--- src/rtl/read_stage_rr_arbiter.sv ---
// Two-input round-robin arbiter in front of a VRF read port.
// A single lastGrant bit steers contention; everything else is a combinational mux.
module read_stage_rr_arbiter (
  input  logic       clock,
  input  logic       reset,
  input  logic       io_in_0_valid,
  output logic       io_in_0_ready,
  input  logic [4:0] io_in_0_bits_vs,
  input  logic [2:0] io_in_0_bits_offset,
  input  logic [3:0] io_in_0_bits_groupIndex,
  input  logic [3:0] io_in_0_bits_readSource,
  input  logic [2:0] io_in_0_bits_instructionIndex,
  input  logic       io_in_1_valid,
  output logic       io_in_1_ready,
  input  logic [4:0] io_in_1_bits_vs,
  input  logic [2:0] io_in_1_bits_offset,
  input  logic [3:0] io_in_1_bits_groupIndex,
  input  logic [3:0] io_in_1_bits_readSource,
  input  logic [2:0] io_in_1_bits_instructionIndex,
  input  logic       io_out_ready,
  output logic       io_out_valid,
  output logic [4:0] io_out_bits_vs,
  output logic [2:0] io_out_bits_offset,
  output logic [3:0] io_out_bits_readSource,
  output logic [2:0] io_out_bits_instructionIndex
);

  logic last_grant_q;
  logic last_grant_d;
  logic chosen;
  logic fire;

  // groupIndex is carried on the request bundle but not needed downstream.
  logic unused_group;
  assign unused_group = ^{io_in_0_bits_groupIndex, io_in_1_bits_groupIndex};

  // With no valid input, index 1 is chosen so the idle output mirrors input 1.
  always_comb begin
    chosen = 1'b1;
    if (io_in_0_valid && io_in_1_valid) begin
      chosen = ~last_grant_q;
    end else if (io_in_0_valid) begin
      chosen = 1'b0;
    end
  end

  assign io_out_valid  = io_in_0_valid | io_in_1_valid;
  assign fire          = io_out_valid & io_out_ready;
  assign io_in_0_ready = io_out_ready & ~chosen;
  assign io_in_1_ready = io_out_ready & chosen;

  assign io_out_bits_vs               = chosen ? io_in_1_bits_vs               : io_in_0_bits_vs;
  assign io_out_bits_offset           = chosen ? io_in_1_bits_offset           : io_in_0_bits_offset;
  assign io_out_bits_readSource       = chosen ? io_in_1_bits_readSource       : io_in_0_bits_readSource;
  assign io_out_bits_instructionIndex = chosen ? io_in_1_bits_instructionIndex : io_in_0_bits_instructionIndex;

  assign last_grant_d = fire ? chosen : last_grant_q;

  always_ff @(posedge clock) begin
    if (reset) begin
      last_grant_q <= 1'b1;
    end else begin
      last_grant_q <= last_grant_d;
    end
  end

endmodule

--- config.mk ---
export PLATFORM = sky130hd
export DESIGN_NAME = read_stage_rr_arbiter
export DESIGN_NICKNAME = d
export VERILOG_FILES = /design/src/rtl/read_stage_rr_arbiter.sv
export SDC_FILE = /design/constraint.sdc
export NUM_CORES = 1
export LEC_CHECK = 0
export ABC_AREA = 1
export CAP_MARGIN = 20
export CORE_ASPECT_RATIO = 1.25
export CORE_MARGIN = 2
export CORE_UTILIZATION = 18
export CTS_CLUSTER_SIZE = 40
export DETAILED_ROUTE_END_ITERATION = 6
export PLACE_DENSITY = 0.77
export SLEW_MARGIN = 20
export SYNTH_ARGS = -nofsm -noshare
export SYNTH_HDL_FRONTEND = slang
export SYNTH_SLANG_ARGS = --single-unit
--- constraint.sdc ---
create_clock -name clock -period 1.2 [get_ports clock]
set_input_delay 0.36 -clock clock [delete_from_list [all_inputs] [get_ports clock]]
set_output_delay 0.36 -clock clock [all_outputs]
set_load 0.01 [all_outputs]
==> results of run 1 <==
## kinds of logic after synthesis
logic type | share of synthesized area, %
flip-flops | 6.558
buffers and inverters | 16.80
AO/OA/AOI/OAI | 1.638
AND/OR/NAND/NOR | 75.00
## worst max-delay path, stage by stage
cell and delay (ns):
buf_8 0.11, nand2_8 0.06, nand2_8 0.08, buf_12 0.15
nand2_2 0.05, nand2_1 0.04, buf_2 0.13
## through the flow
| step | utilization, % | TNS, ns | total power, mW | instance area [µm²] |
|---|---|---|---|---|
| floorplan | - | 0 | 0.1642 | 307.8 |
| global placement | 55.22 | -17.16 | 0.3979 | 873.3 |
| detailed placement | 55.22 | -17.58 | 0.4040 | 873.3 |
| CTS | 52.45 | -2.387 | 0.3561 | 829.5 |
| global route | 55.85 | -2.827 | 0.4133 | 883.3 |
| finish | 55.85 | -2.238 | 0.3815 | 883.3 |
## timing repair
| item | CTS | global route |
|---|---|---|
| gates resized for setup | 139 | 11 |
| buffers inserted | 1 | 1 |
| pin swaps | 28 | 10 |
| setup endpoints to repair | 19 | 18 |
| cloned | 1 | 0 |
## report_power, final
group	total (mW)	internal [mW]	switching (mW)
combinational	0.343	0.179	0.164
clock	0	0	0
sequential	0.0382	0.0366	0.00154
## worst min-delay path by stage
stage                 startpoint            to  slack, ns  depth (start not counted)
global placement    last_grant_q  last_grant_q       0.46                          2
CTS                 last_grant_q  last_grant_q       0.47                          2
detailed placement  last_grant_q  last_grant_q       0.47                          2
floorplan           last_grant_q  last_grant_q       0.44                          2
finish              last_grant_q  last_grant_q       0.48                          2
global route        last_grant_q  last_grant_q       0.51                          2
## layout by cell type, fill, tap and decap left out
cell type        count
buf_6                6
inv_2                2
nand2_4              2
nor2_4               1
nand3_1              1
inv_8                1
inv_6                1
nand2_8              2
dfxtp_1              1
buf_2               16
inv_1                2
nand2_1             25
nor2_1               1
buf_12               1
buf_4                1
nand2_2             20
buf_8                2
o21ai_0              1
dlygate4sd2_1       31
nor2_2               2
clkdlybuf4s50_1      1
## layer usage
metal / vias to the layer above / share of wire [%] / wire length [µm]
met3: 2 / 11 / 162
met2: 33 / 60 / 879
li1: 301 / - / -
met1: 258 / 28 / 420
met4: 0 / 0.95 / 14
met5: - / 0 / 0
## layout make-up
type | instances | area (µm²) | area share (%)
inverter | 5 | 26.28 | 2.975
tap | 18 | 22.52 | 2.550
timing repair inverter | 1 | 8.758 | 0.9915
multi-input combinational | 55 | 319.1 | 36.12
sequential | 1 | 20.02 | 2.266
timing repair buffer | 58 | 486.7 | 55.10
==> impl_metrics.toml, run 1 <==
[global_route]
grt-ovfl-total = 0
grt_pass1_wl_um = 2228
grt_pass1_vias = 558
grtUsageMet1_pct = 14.40
grt_max_degree = 9
antenna_found_initial = 0
grt_use_total_pct = 14.89
use_met3_pct = 1.802
gr-usage-met2_pct = 29.69
grt-busiest-layer = "met2"

[finish]
largest_reg_flops = 1
regMostFlops = "last_grant_q"
instances_no_fill = 138
nNetsFinal = 165
reg_top3 = "last_grant_q x1"
nFillCells = 176
n_antenna_cell = 0
drive_gt1_share_pct = 47.50
area_growth_pct = 189.3

[logic_synthesis]
synth_most_common_cell = "nand2_1"
synth.distinct_cells = 12
synthesis.instances = 63
synth.area.top_cells = "nand2_1 (52%), nand2_2 (12%), buf_12 (6.6%), dfxtp_1 (6.6%), inv_1 (4.9%)"
synthArstFlopShare_pct = 0
yosysTopAreaCell = "nand2_1"
yosysWarnings = 0
synth_edf_count = 0
ys.flop_type = "dfxtp_1"
syn_avg_cell_area_um2 = 4.846
synth_top_cell_area_share_pct = 51.64
ys_seq_elements = 1
syn_area_um2 = 305.3
syn_nets = 106
synth_top_cells_by_count = "nand2_1 (42), nand2_2 (6), inv_1 (4), nor2_1 (3)"
yosysSeqAreaShare_pct = 6.557

[floorplan]
fp.dieH_um = 50.05
core_mm2 = 0.001582
ios = 61
die_w_um = 40.84
rows = 16
start_util_pct = 19.30
die-area_mm2 = 0.002044

[power_and_ir_drop]
leakage_nw = 0.5098
max-vdd-ir-drop_mv = 0.2806
power.density_mw_per_mm2 = 431.9

[sta]
fin_crit_ns = 1.346
whs_ns = 0.4809
skew_ns = 0
tightest_slew_ns = 0.1535
fin_crit_sh_pct = 112.2
max-slew-margin-rel_pct = 89.66
rsz0062_at_grt = "yes"
setup_slack_ns = -0.1463
finalHoldViolations = 0
fmax_mhz = 742.8
setup_viol = 18
drv_slew = 0

[run]
maxCapViolations = 0

[setup_path]
reg2reg_depth = 6
crit_path_start = "io_in_1_valid"
r2r_end = "last_grant_q"
crit_path_end_kind = "primary output"
worst-r2r-setup-slack_ns = 0.27
cp.arrival_ns = 0.99
r2r-start = "last_grant_q"
path_class = "input port to primary output"
crit_path_end = "io_out_bits_vs[4]"
critPathMaxFanout = 8
required_ns = 0.84
startpoint_type = "input port"

[clock_network]
clock_latency_ns = 0
clk_pin_slew_worst_paths_ns = 0
ctsHoldBuffers = 0

[placed_design]
dp.cells = 136
gp_congestion = 0.7369
dp_hpwl_um = 1124
pre_cts_ws_ns = -0.9967
portBuffers = 52

[route]
drt_iter0_markers = 0
vias = 594
ant_nets = 0
vias_per_cell = 4.304
dr.pass1.iters = 1
drcViolationCount = 0
wl_um = 1477
wl_per_cell_um = 10.70

[run_status]
violations = "setup timing"
outcome = "finished with violations"

[worst_hold_path]
hold_path_class = "flip-flop to flip-flop"
(Power assumes the default switching activity.)
==> run 2: changes to the inputs <==
--- a/config.mk
+++ b/config.mk
@@ -12,6 +12,7 @@
 export CORE_UTILIZATION = 18
 export CTS_CLUSTER_SIZE = 40
 export DETAILED_ROUTE_END_ITERATION = 6
+export HOLD_SLACK_MARGIN = 0.06
 export PLACE_DENSITY = 0.77
 export SLEW_MARGIN = 20
 export SYNTH_ARGS = -nofsm -noshare
==> results of run 2 <==
Same layout as run 1: the final DEF is identical, and so are final timing and power.
